File: src/rtl/trng_pkg.sv
// Shared types and helpers for the TRNG bit source.
package trng_pkg;

  // Von Neumann pairing state: waiting for first sample, or holding it.
  typedef enum logic [0:0] {
    VN_IDLE  = 1'b0,
    VN_HAVE1 = 1'b1
  } vn_state_e;

  // Width of a counter that must be able to hold the value 0..cutoff.
  function automatic int unsigned rct_cnt_width(input int unsigned cutoff);
    return $clog2(cutoff + 1);
  endfunction

endpackage

File: src/rtl/trng_vn_debias.sv
// Von Neumann debiaser plus repetition-count health test on the raw noise stream.
module trng_vn_debias
  import trng_pkg::*;
#(
  parameter int unsigned RCT_CUTOFF = 31,
  parameter bit          VN_ENABLE  = 1'b1
) (
  input  logic clk,
  input  logic reset,
  input  logic raw_bit,
  input  logic raw_valid,
  input  logic flush,
  input  logic clr,
  output logic vn_bit,
  output logic vn_valid,
  output logic fail_pulse
);

  localparam int unsigned     CntW   = rct_cnt_width(RCT_CUTOFF);
  localparam logic [CntW-1:0] Cutoff = CntW'(RCT_CUTOFF);

  vn_state_e       state_q, state_d;
  logic            first_q, first_d;
  logic            last_q, last_d;
  logic [CntW-1:0] cnt_q, cnt_d, rct_next;

  // State register for the pairing FSM.
  always_ff @(posedge clk) begin
    if (reset) begin
      state_q <= VN_IDLE;
      first_q <= 1'b0;
    end else begin
      state_q <= state_d;
      first_q <= first_d;
    end
  end

  // Pairing FSM next state; a flush abandons any half-formed pair.
  always_comb begin
    state_d = state_q;
    first_d = first_q;
    if (raw_valid) begin
      case (state_q)
        VN_IDLE: begin
          state_d = VN_HAVE1;
          first_d = raw_bit;
        end
        VN_HAVE1: state_d = VN_IDLE;
        default:  state_d = VN_IDLE;
      endcase
    end
    if (flush) begin
      state_d = VN_IDLE;
    end
  end

  // Emit on a completed unequal pair: 01 -> 0, 10 -> 1, i.e. the first sample.
  always_comb begin
    vn_bit   = 1'b0;
    vn_valid = 1'b0;
    if (VN_ENABLE) begin
      if (raw_valid && (state_q == VN_HAVE1) && (first_q != raw_bit)) begin
        vn_valid = 1'b1;
        vn_bit   = first_q;
      end
    end else begin
      vn_valid = raw_valid;
      vn_bit   = raw_bit;
    end
  end

  // Repetition count: a zero count means no previous sample to compare against.
  always_comb begin
    rct_next = cnt_q;
    last_d   = last_q;
    if (raw_valid) begin
      if ((cnt_q != '0) && (raw_bit == last_q)) begin
        rct_next = (cnt_q == Cutoff) ? cnt_q : cnt_q + 1'b1;
      end else begin
        rct_next = CntW'(1);
        last_d   = raw_bit;
      end
    end
    // Fire only on the transition into the cutoff, not while saturated there.
    fail_pulse = raw_valid && (rct_next == Cutoff) && (cnt_q != Cutoff);
    cnt_d      = clr ? (raw_valid ? CntW'(1) : '0) : rct_next;
  end

  // Health-test counter register.
  always_ff @(posedge clk) begin
    if (reset) begin
      cnt_q  <= '0;
      last_q <= 1'b0;
    end else begin
      cnt_q  <= cnt_d;
      last_q <= last_d;
    end
  end

endmodule

File: src/rtl/trng_bit_source.sv
// TRNG source: conditions noise, buffers conditioned bits, shifts one out per request.
module trng_bit_source
  import trng_pkg::*;
#(
  parameter int unsigned BUF_BITS   = 32,
  parameter int unsigned RCT_CUTOFF = 31,
  parameter bit          VN_ENABLE  = 1'b1
) (
  input  logic                            clk,
  input  logic                            reset,
  input  logic                            raw_bit,
  input  logic                            raw_valid,
  input  logic                            trng_req,
  output logic                            trng_bit,
  output logic [$clog2(BUF_BITS+1)-1:0]   buf_level,
  output logic                            underrun,
  output logic                            health_fail,
  input  logic                            clr_flags
);

  localparam int unsigned     LvlW = $clog2(BUF_BITS + 1);
  localparam logic [LvlW-1:0] Full = LvlW'(BUF_BITS);

  // Bit 0 is the head; unused slots are kept at zero so the head reads 0 when empty.
  logic [BUF_BITS-1:0] fifo_q, fifo_d;
  logic [LvlW-1:0]     level_q, level_d, wr_idx;
  logic                underrun_q, underrun_d;
  logic                health_fail_q, health_fail_d;
  logic                vn_bit, vn_valid, fail_pulse;
  logic                pop, push;

  trng_vn_debias #(
    .RCT_CUTOFF (RCT_CUTOFF),
    .VN_ENABLE  (VN_ENABLE)
  ) u_debias (
    .clk        (clk),
    .reset      (reset),
    .raw_bit    (raw_bit),
    .raw_valid  (raw_valid),
    .flush      (fail_pulse),
    .clr        (clr_flags),
    .vn_bit     (vn_bit),
    .vn_valid   (vn_valid),
    .fail_pulse (fail_pulse)
  );

  // FIFO next state: shift on pop, write behind the surviving bits, flush on health failure.
  always_comb begin
    pop    = trng_req && (level_q != '0);
    push   = vn_valid && !health_fail_q && !fail_pulse && ((level_q != Full) || pop);
    wr_idx = level_q - LvlW'(pop);
    fifo_d = pop ? (fifo_q >> 1) : fifo_q;
    for (int i = 0; i < BUF_BITS; i++) begin
      if (push && (wr_idx == LvlW'(i))) begin
        fifo_d[i] = vn_bit;
      end
    end
    case ({push, pop})
      2'b10:   level_d = level_q + 1'b1;
      2'b01:   level_d = level_q - 1'b1;
      default: level_d = level_q;
    endcase
    if (fail_pulse) begin
      fifo_d  = '0;
      level_d = '0;
    end
  end

  // Sticky flags; a set event in the same cycle as a clear wins.
  always_comb begin
    underrun_d    = (underrun_q && !clr_flags) || (trng_req && (level_q == '0));
    health_fail_d = (health_fail_q && !clr_flags) || fail_pulse;
  end

  // Buffer and flag registers.
  always_ff @(posedge clk) begin
    if (reset) begin
      fifo_q        <= '0;
      level_q       <= '0;
      underrun_q    <= 1'b0;
      health_fail_q <= 1'b0;
    end else begin
      fifo_q        <= fifo_d;
      level_q       <= level_d;
      underrun_q    <= underrun_d;
      health_fail_q <= health_fail_d;
    end
  end

  assign trng_bit    = fifo_q[0];
  assign buf_level   = level_q;
  assign underrun    = underrun_q;
  assign health_fail = health_fail_q;

endmodule

File: config.mk
export PLATFORM = sky130hd
export DESIGN_NAME = trng_bit_source
export DESIGN_NICKNAME = d
export VERILOG_FILES = /design/src/rtl/trng_pkg.sv /design/src/rtl/trng_vn_debias.sv /design/src/rtl/trng_bit_source.sv
export SDC_FILE = /design/constraint.sdc
export NUM_CORES = 1
export LEC_CHECK = 0
export BUFFER_PORTS_ARGS = -buffer_cell sky130_fd_sc_hd__buf_2
export CORE_MARGIN = 10
export CORE_UTILIZATION = 32
export CTS_BUF_LIST = sky130_fd_sc_hd__clkbuf_8 sky130_fd_sc_hd__clkbuf_16
export DETAILED_ROUTE_END_ITERATION = 10
export MAX_ROUTING_LAYER = met4
export PLACE_DENSITY = 0.56
export SYNTH_ARGS = -nofsm -noshare
export SYNTH_HDL_FRONTEND = slang
export SYNTH_SLANG_ARGS = --single-unit
File: constraint.sdc
create_clock -name clk -period 4.2 [get_ports clk]
set_input_delay 0.84 -clock clk [delete_from_list [all_inputs] [get_ports clk]]
set_output_delay 0.84 -clock clk [all_outputs]
set_load 0.05 [all_outputs]
==> flow_summary.yaml, run 1 <==
layout:
  num_antenna_cells: 0
  synthToLayoutAreaGrowth_pct: 8.848
  mostFrequentLayoutCell: "dfxtp_1"
  drive_gt1_frac: 0.1341
  fillers: 879
  num-nets-final: 342
  mostFrequentLayoutCells: "dfxtp_1, nand2_1, mux2i_1, nor2_1, a221oi_1"
synthesis:
  ys_async_sr_fraction: 0
  netlist.top_cell.by_area: "dfxtp_1"
  yosysWarningCount: 0
  synth.net_count: 335
  post_synth_instance_area_um2: 2856
  postSynthAreaPerCell_um2: 8.927
  number_of_synthesized_register_bits: 48
  ys_top_cells_by_area: "dfxtp_1, mux2i_1, a221oi_1"
  synth_top_cell_area_share: 0.3364
  yosysSeqAreaShare: 0.3364
  synthesized_instance_count: 320
  synth_edf_count: 0
  ys_dominant_reg_cell: "dfxtp_1"
  post_synth_num_cell_types: 51
cts:
  htreeDepth: 2
  clock-root-buffer: "clkbuf_8"
  clkSlewWorstSetupHoldPaths_ps: 100
  post_cts_resized: 0
  cts_buffer_depth: 2
  clock_sinks: 48
  tritoncts.num_buffers: 5
  tritoncts_clock_tree: "yes"
  cts-hold-fix-buffers: 0
  cts_setup_buffers: 0
  clock_insertion_delay_worst_skew_ps: 300
sta:
  finalSetupViolCount: 0
  fin_setup_tns_ps: 0
  tightest_slew_ps: 866.7
  maxClockFrequency_ghz: 0.2958
  timing_max_transition_violations_final: 0
  worst_clock_skew_ps: 15.01
  relSlewSlack: 0.4179
  setup_ws_ps: 819.8
  hold_violations: 0
  final.period_utilization: 0.8048
  fin_worst_hold_slack_ps: 498.4
  period_needed_ps: 3380
  grt_setup_unrepaired: "no"
worst_setup_path:
  reg2regPathDepth: 13
  cp_max_fo: 13
  crit-reg2reg-capture: "buf_level[5]"
  crit_arrival_ps: 3560
  start_kind: "input pin"
  required_ps: 4380
  cp-endpoint: "buf_level[5]"
  endpoint_kind: "register"
  reg2reg_from: "u_debias.cnt_q[1]"
  cp-startpoint: "raw_valid"
  ff2ff_setup_slack_ps: 830
  critPathKind: "in2reg"
power:
  power_total_mw: 1.778
  reported_net_switching_power_mw: 0.8102
  vdd.ir_drop.worst_uv: 195.1
  clock_power_share: 0.196
  p_leak_nw: 1.255
  combinationalPowerShare: 0.511
  seq_power_share: 0.293
  internal_pwr_total_mw: 0.9673
  power.switching_fraction: 0.4558
  pwr_density_cell_nw_per_um2: 571.7
global_routing:
  first_global_vias: 2294
  antenna_found_initial: 0
  grtUsageTotal: 0.1015
  grt_start_max_net_pins: 34
  first_pass_grt_wire_length_mm: 10.97
  grt-ovfl-total: 0
routing:
  totalWireLength_mm: 6.364
  drt_pass1_iterations: 4
  wl_per_cell_um: 14.60
  vias_per_cell: 5.342
  drt_drc_violations_left: 0
  initialDrtViolationCount: 155
  final_antenna_net_count: 0
  detailroute.via_count: 2329
outcome:
  outcome: "complete, no violations"
run:
  maxCapViolCount: 0
placement:
  hpwlAfterDp_mm: 4.432
  io_buffer_count: 14
  globalplace.congestion: 0.8207
  dp_worst_setup_slack_ps: 503.4
floorplan:
  overall_die_height_um: 114.5
  fp.dieArea_um2: 13110
  dieWidth_um: 114.5
  initial_utilization: 0.3275
  placementRows: 34
  ioPinCount: 15
  core_region_area_um2: 8721
worst_hold_path:
  hold_path_class: "reg2reg"
==> area by class of cell <==
class / instances / area (µm²) / share of cell area
sequential: 48 / 960.9 / 0.3091
clock buffer: 5 / 68.82 / 0.02213
inverter: 11 / 41.29 / 0.01328
clock inverter: 3 / 46.29 / 0.01489
tap: 108 / 135.1 / 0.04346
timing repair buffer: 20 / 115.1 / 0.03702
multi-input combinational: 241 / 1742 / 0.5602
==> how the worst min path moves through the flow <==
stage          slack [ps]         startpoint                 to  depth (start not counted)
2_1_floorplan         460  u_debias.cnt_q[1]  u_debias.cnt_q[1]                          2
3_3_place_gp          490  u_debias.cnt_q[1]  u_debias.cnt_q[1]                          2
5_1_grt               530   u_debias.first_q   u_debias.first_q                          2
6_report              500  u_debias.cnt_q[1]  u_debias.cnt_q[1]                          2
4_1_cts               510  u_debias.cnt_q[1]  u_debias.cnt_q[1]                          2
3_5_place_dp          490  u_debias.cnt_q[1]  u_debias.cnt_q[1]                          2
==> flip-flops by register name, summed over array words and instances (netlist names) <==
name,flops
u_debias.first_q,1
underrun,1
buf_level,6
health_fail,1
u_debias.state_q,1
u_debias.last_q,1
u_debias.cnt_q,5
fifo_q,32
==> through the flow <==
step	util	std cells	instance area, µm²
2_1_floorplan	-	320	2856
3_3_place_gp	0.3433	428	2994
3_5_place_dp	0.3433	428	2994
4_1_cts	0.3565	436	3109
5_1_grt	0.3565	436	3109
6_report	0.3565	436	3109
==> power by group through the flow <==
| stage | logic [mW] | clock network (mW) | registers (mW) |
|---|---|---|---|
| floorplan | 0.677 | 0 | 0.578 |
| global placement | 0.908 | 0 | 0.531 |
| detailed placement | 0.905 | 0 | 0.532 |
| CTS | 0.907 | 0.358 | 0.521 |
| global route | 1.00 | 0.377 | 0.527 |
| finish | 0.908 | 0.349 | 0.521 |
==> logic make-up after synthesis <==
family,count (synthesis),synth area share
AND/OR/NAND/NOR,109,0.1958
buffers and inverters,31,0.05387
flip-flops,48,0.3364
AO/OA/AOI/OAI,81,0.2291
adder cells (fa/ha/maj),9,0.04205
multiplexers,32,0.1121
XOR/XNOR,10,0.03066
==> critical path, stage by stage <==
cell and delay (ps):
buf_2 210, nand2_1 140, or3_1 490, o21ai_0 270
inv_1 130, ha_1 360, o21ai_0 130, o21bai_1 140
a21oi_1 130, or4_1 440, a31oi_1 190, a21oi_1 90
==> cells in the mapped netlist (3+ instances only) <==
cell type   n
xnor2_1     6
o211ai_1    3
ha_1        8
a221oi_2    7
buf_6       3
xor2_1      4
nand2b_1    5
a211oi_1    3
buf_2       9
a21o_1      7
nand2_1    41
nand3_1     9
nor2_1     29
nor3_1      3
a221oi_1   24
clkbuf_1    6
inv_1      11
mux2i_1    32
a21oi_1    14
dfxtp_1    48
and4_1      3
o21ai_0     7
and2_1      3
==> metal layers <==
metal | vias to the layer above | global-route usage | share of wire
met5 | - | - | 0
met4 | 0 | 0.02339 | 0.0080
met1 | 1118 | 0.1277 | 0.52
li1 | 1191 | - | -
met2 | 16 | 0.1616 | 0.45
met3 | 4 | 0.02254 | 0.021
Note: power is estimated with default switching activity, not from simulation.
==> run 2, diff against run 1 <==
==> constraint.sdc (replaced) <==
create_clock -name clk -period 3.3 [get_ports clk]
set_input_delay 0.66 -clock clk [delete_from_list [all_inputs] [get_ports clk]]
set_output_delay 0.66 -clock clk [all_outputs]
set_load 0.05 [all_outputs]
==> run 2 against run 1 <==
  * Flip-flop and latch count is the same
  * Global-route usage fell by 0.16 points
  * Non-clock buffer count up 9
  * Via count is 2.2% higher
  * Wire length fell by 1.2%
  * Register-to-register slack worse by 610 ps
  * Clock power is 18% higher
  * Critical endpoint is now fifo_q[4]
  * Highest routed layer unchanged
==> flow_summary.yaml, run 2 (synthesis gave the netlist of run 1 again) <==
floorplan:
  ioPinCount: 15
  dieWidth_um: 114.5
  fp.dieArea_um2: 13110
  initial_utilization: 0.3275
  placementRows: 34
  overall_die_height_um: 114.5
  core_region_area_um2: 8721
power:
  clock_power_share: 0.173
  vdd.ir_drop.worst_uv: 278.3
  power.switching_fraction: 0.4635
  internal_pwr_total_mw: 1.278
  p_leak_nw: 1.304
  seq_power_share: 0.269
  reported_net_switching_power_mw: 1.104
  combinationalPowerShare: 0.558
  power_total_mw: 2.382
  pwr_density_cell_nw_per_um2: 727.8
outcome:
  outcome: "complete, no violations"
global_routing:
  grt-ovfl-total: 0
  antenna_found_initial: 0
  grt_start_max_net_pins: 34
  first_global_vias: 2268
  grtUsageTotal: 0.09997
  first_pass_grt_wire_length_mm: 10.72
cts:
  clkSlewWorstSetupHoldPaths_ps: 90
  clock_sinks: 48
  tritoncts.num_buffers: 5
  htreeDepth: 2
  tritoncts_clock_tree: "yes"
  cts_buffer_depth: 2
  clock-root-buffer: "clkbuf_8"
  clock_insertion_delay_worst_skew_ps: 310
  cts-hold-fix-buffers: 0
routing:
  detailroute.via_count: 2381
  drt_pass1_iterations: 4
  wl_met2_mm: 2.997
  drt_drc_violations_left: 0
  vias_per_cell: 5.351
  route.met3.wl_um: 195
  wirelength_met1_mm: 3.017
  totalWireLength_mm: 6.290
  final_antenna_net_count: 0
  wl_per_cell_um: 14.13
  initialDrtViolationCount: 79
  top_layer: "met4"
sta:
  final.period_utilization: 0.9348
  relSlewSlack: 0.5935
  finalSetupViolCount: 0
  tightest_slew_ps: 607.0
  grt_setup_unrepaired: "no"
  worst_clock_skew_ps: 9.701
  hold_violations: 0
  timing_max_transition_violations_final: 0
  fin_setup_tns_ps: 0
  period_needed_ps: 3085
  maxClockFrequency_ghz: 0.3242
  setup_ws_ps: 215.2
worst_setup_path:
  start_kind: "register"
  crit_path_top_delay_cell: "or4_4"
  endpoint_kind: "register"
  max_stage_delay_ps: 560
  crit_arrival_ps: 3300
  cell_chain_of_the_critical_path: "or4_4, nand2b_4, o21ai_4, inv_1, ha_1, ha_2, nor3b_1, xnor2_1, nand3_2, nor2_4, nand2_1, a221oi_1"
  cp_max_fo: 9
  critPathKind: "reg2reg"
  required_ps: 3510
layout:
  mostFrequentLayoutCells: "dfxtp_1, nand2_1, mux2i_1, nor2_1, a221oi_1"
  drive_gt1_frac: 0.2047
  num_antenna_cells: 0
  synthToLayoutAreaGrowth_pct: 14.59
  regMostFlops: "fifo_q"
  num-nets-final: 351
  fillers: 860
  layout.cell_area.non_filler_um2: 3273
  mostFrequentLayoutCell: "dfxtp_1"
  largest_reg_flops: 32
run:
  maxCapViolCount: 0
worst_hold_path:
  hold_path_class: "reg2reg"
placement:
  dp_worst_setup_slack_ps: 152.3
  io_buffer_count: 14
  hpwlAfterDp_mm: 4.520
  placed_area_um2: 3110
  globalplace.congestion: 0.8004
## run 2: changes by cell type in the layout (fill, tap and decap cells not counted), moves of 2 or more
cell / delta
nor2_2: +2
dfxtp_1: -2
ha_4: +2
ha_1: -3
buf_4: +8
nor2_1: -6
dfxtp_4: +2
nor2_4: +4
## run 2: power groups by stage
stage | Combinational, mW | Clock [mW] | Sequential [mW]
2_1_floorplan | 0.896 | 0 | 0.741
6_report | 1.33 | 0.412 | 0.641
3_3_place_gp | 1.21 | 0 | 0.654
4_1_cts | 1.23 | 0.429 | 0.642
5_1_grt | 1.45 | 0.447 | 0.647
3_5_place_dp | 1.23 | 0 | 0.655
## run 2: layout make-up
| type | count | area [µm²] | area share |
|---|---|---|---|
| inverter | 11 | 41.29 | 0.01261 |
| tap | 108 | 135.1 | 0.04128 |
| multi-input combinational | 241 | 1823 | 0.5570 |
| clock buffer | 6 | 93.84 | 0.02867 |
| sequential | 48 | 968.4 | 0.2959 |
| timing repair buffer | 29 | 195.2 | 0.05963 |
| clock inverter | 2 | 16.27 | 0.004969 |
## run 2: repair_timing
item,in CTS,in global routing
resized for setup,0,14
setup endpoints to repair,0,26
setup buffers,0,0
## run 2: worst paths after layout
kind                                   startpoint           endpoint  slack [ps]  cells after the start
worst max-delay path                 buf_level[2]          fifo_q[4]         220                     12
worst min-delay path            u_debias.cnt_q[1]  u_debias.cnt_q[1]         490                      2
worst max register to register       buf_level[2]          fifo_q[4]         220                     12
worst min register to register  u_debias.cnt_q[1]  u_debias.cnt_q[1]         490                      2
## run 2: worst max-delay path, delay by kind of cell, from the launching register on
kind,cells,cell delay (ps)
and+or+nand+nor,6,1480
adders and majority gates,2,440
AOI/OAI and AO/OA,2,430
DFF,1,350
xor gates and xnor gates,1,230
buffers and inverters,1,80
## run 2: layer usage
layer  global-route usage  vias up
li1                     -     1211
met1               0.1213     1131
met2               0.1608       33
met3              0.02096        6
met4              0.03342        0
met5                    -        -
## run 2: through the flow
stage | hold slack (ps) | std cells | util
CTS | 494.7 | 445 | 0.3693
finish | 491.7 | 445 | 0.3753
detailed placement | 481.6 | 437 | 0.3567
floorplan | 461.4 | 320 | -
global placement | 482.5 | 437 | 0.3567
global route | 547.9 | 445 | 0.3753
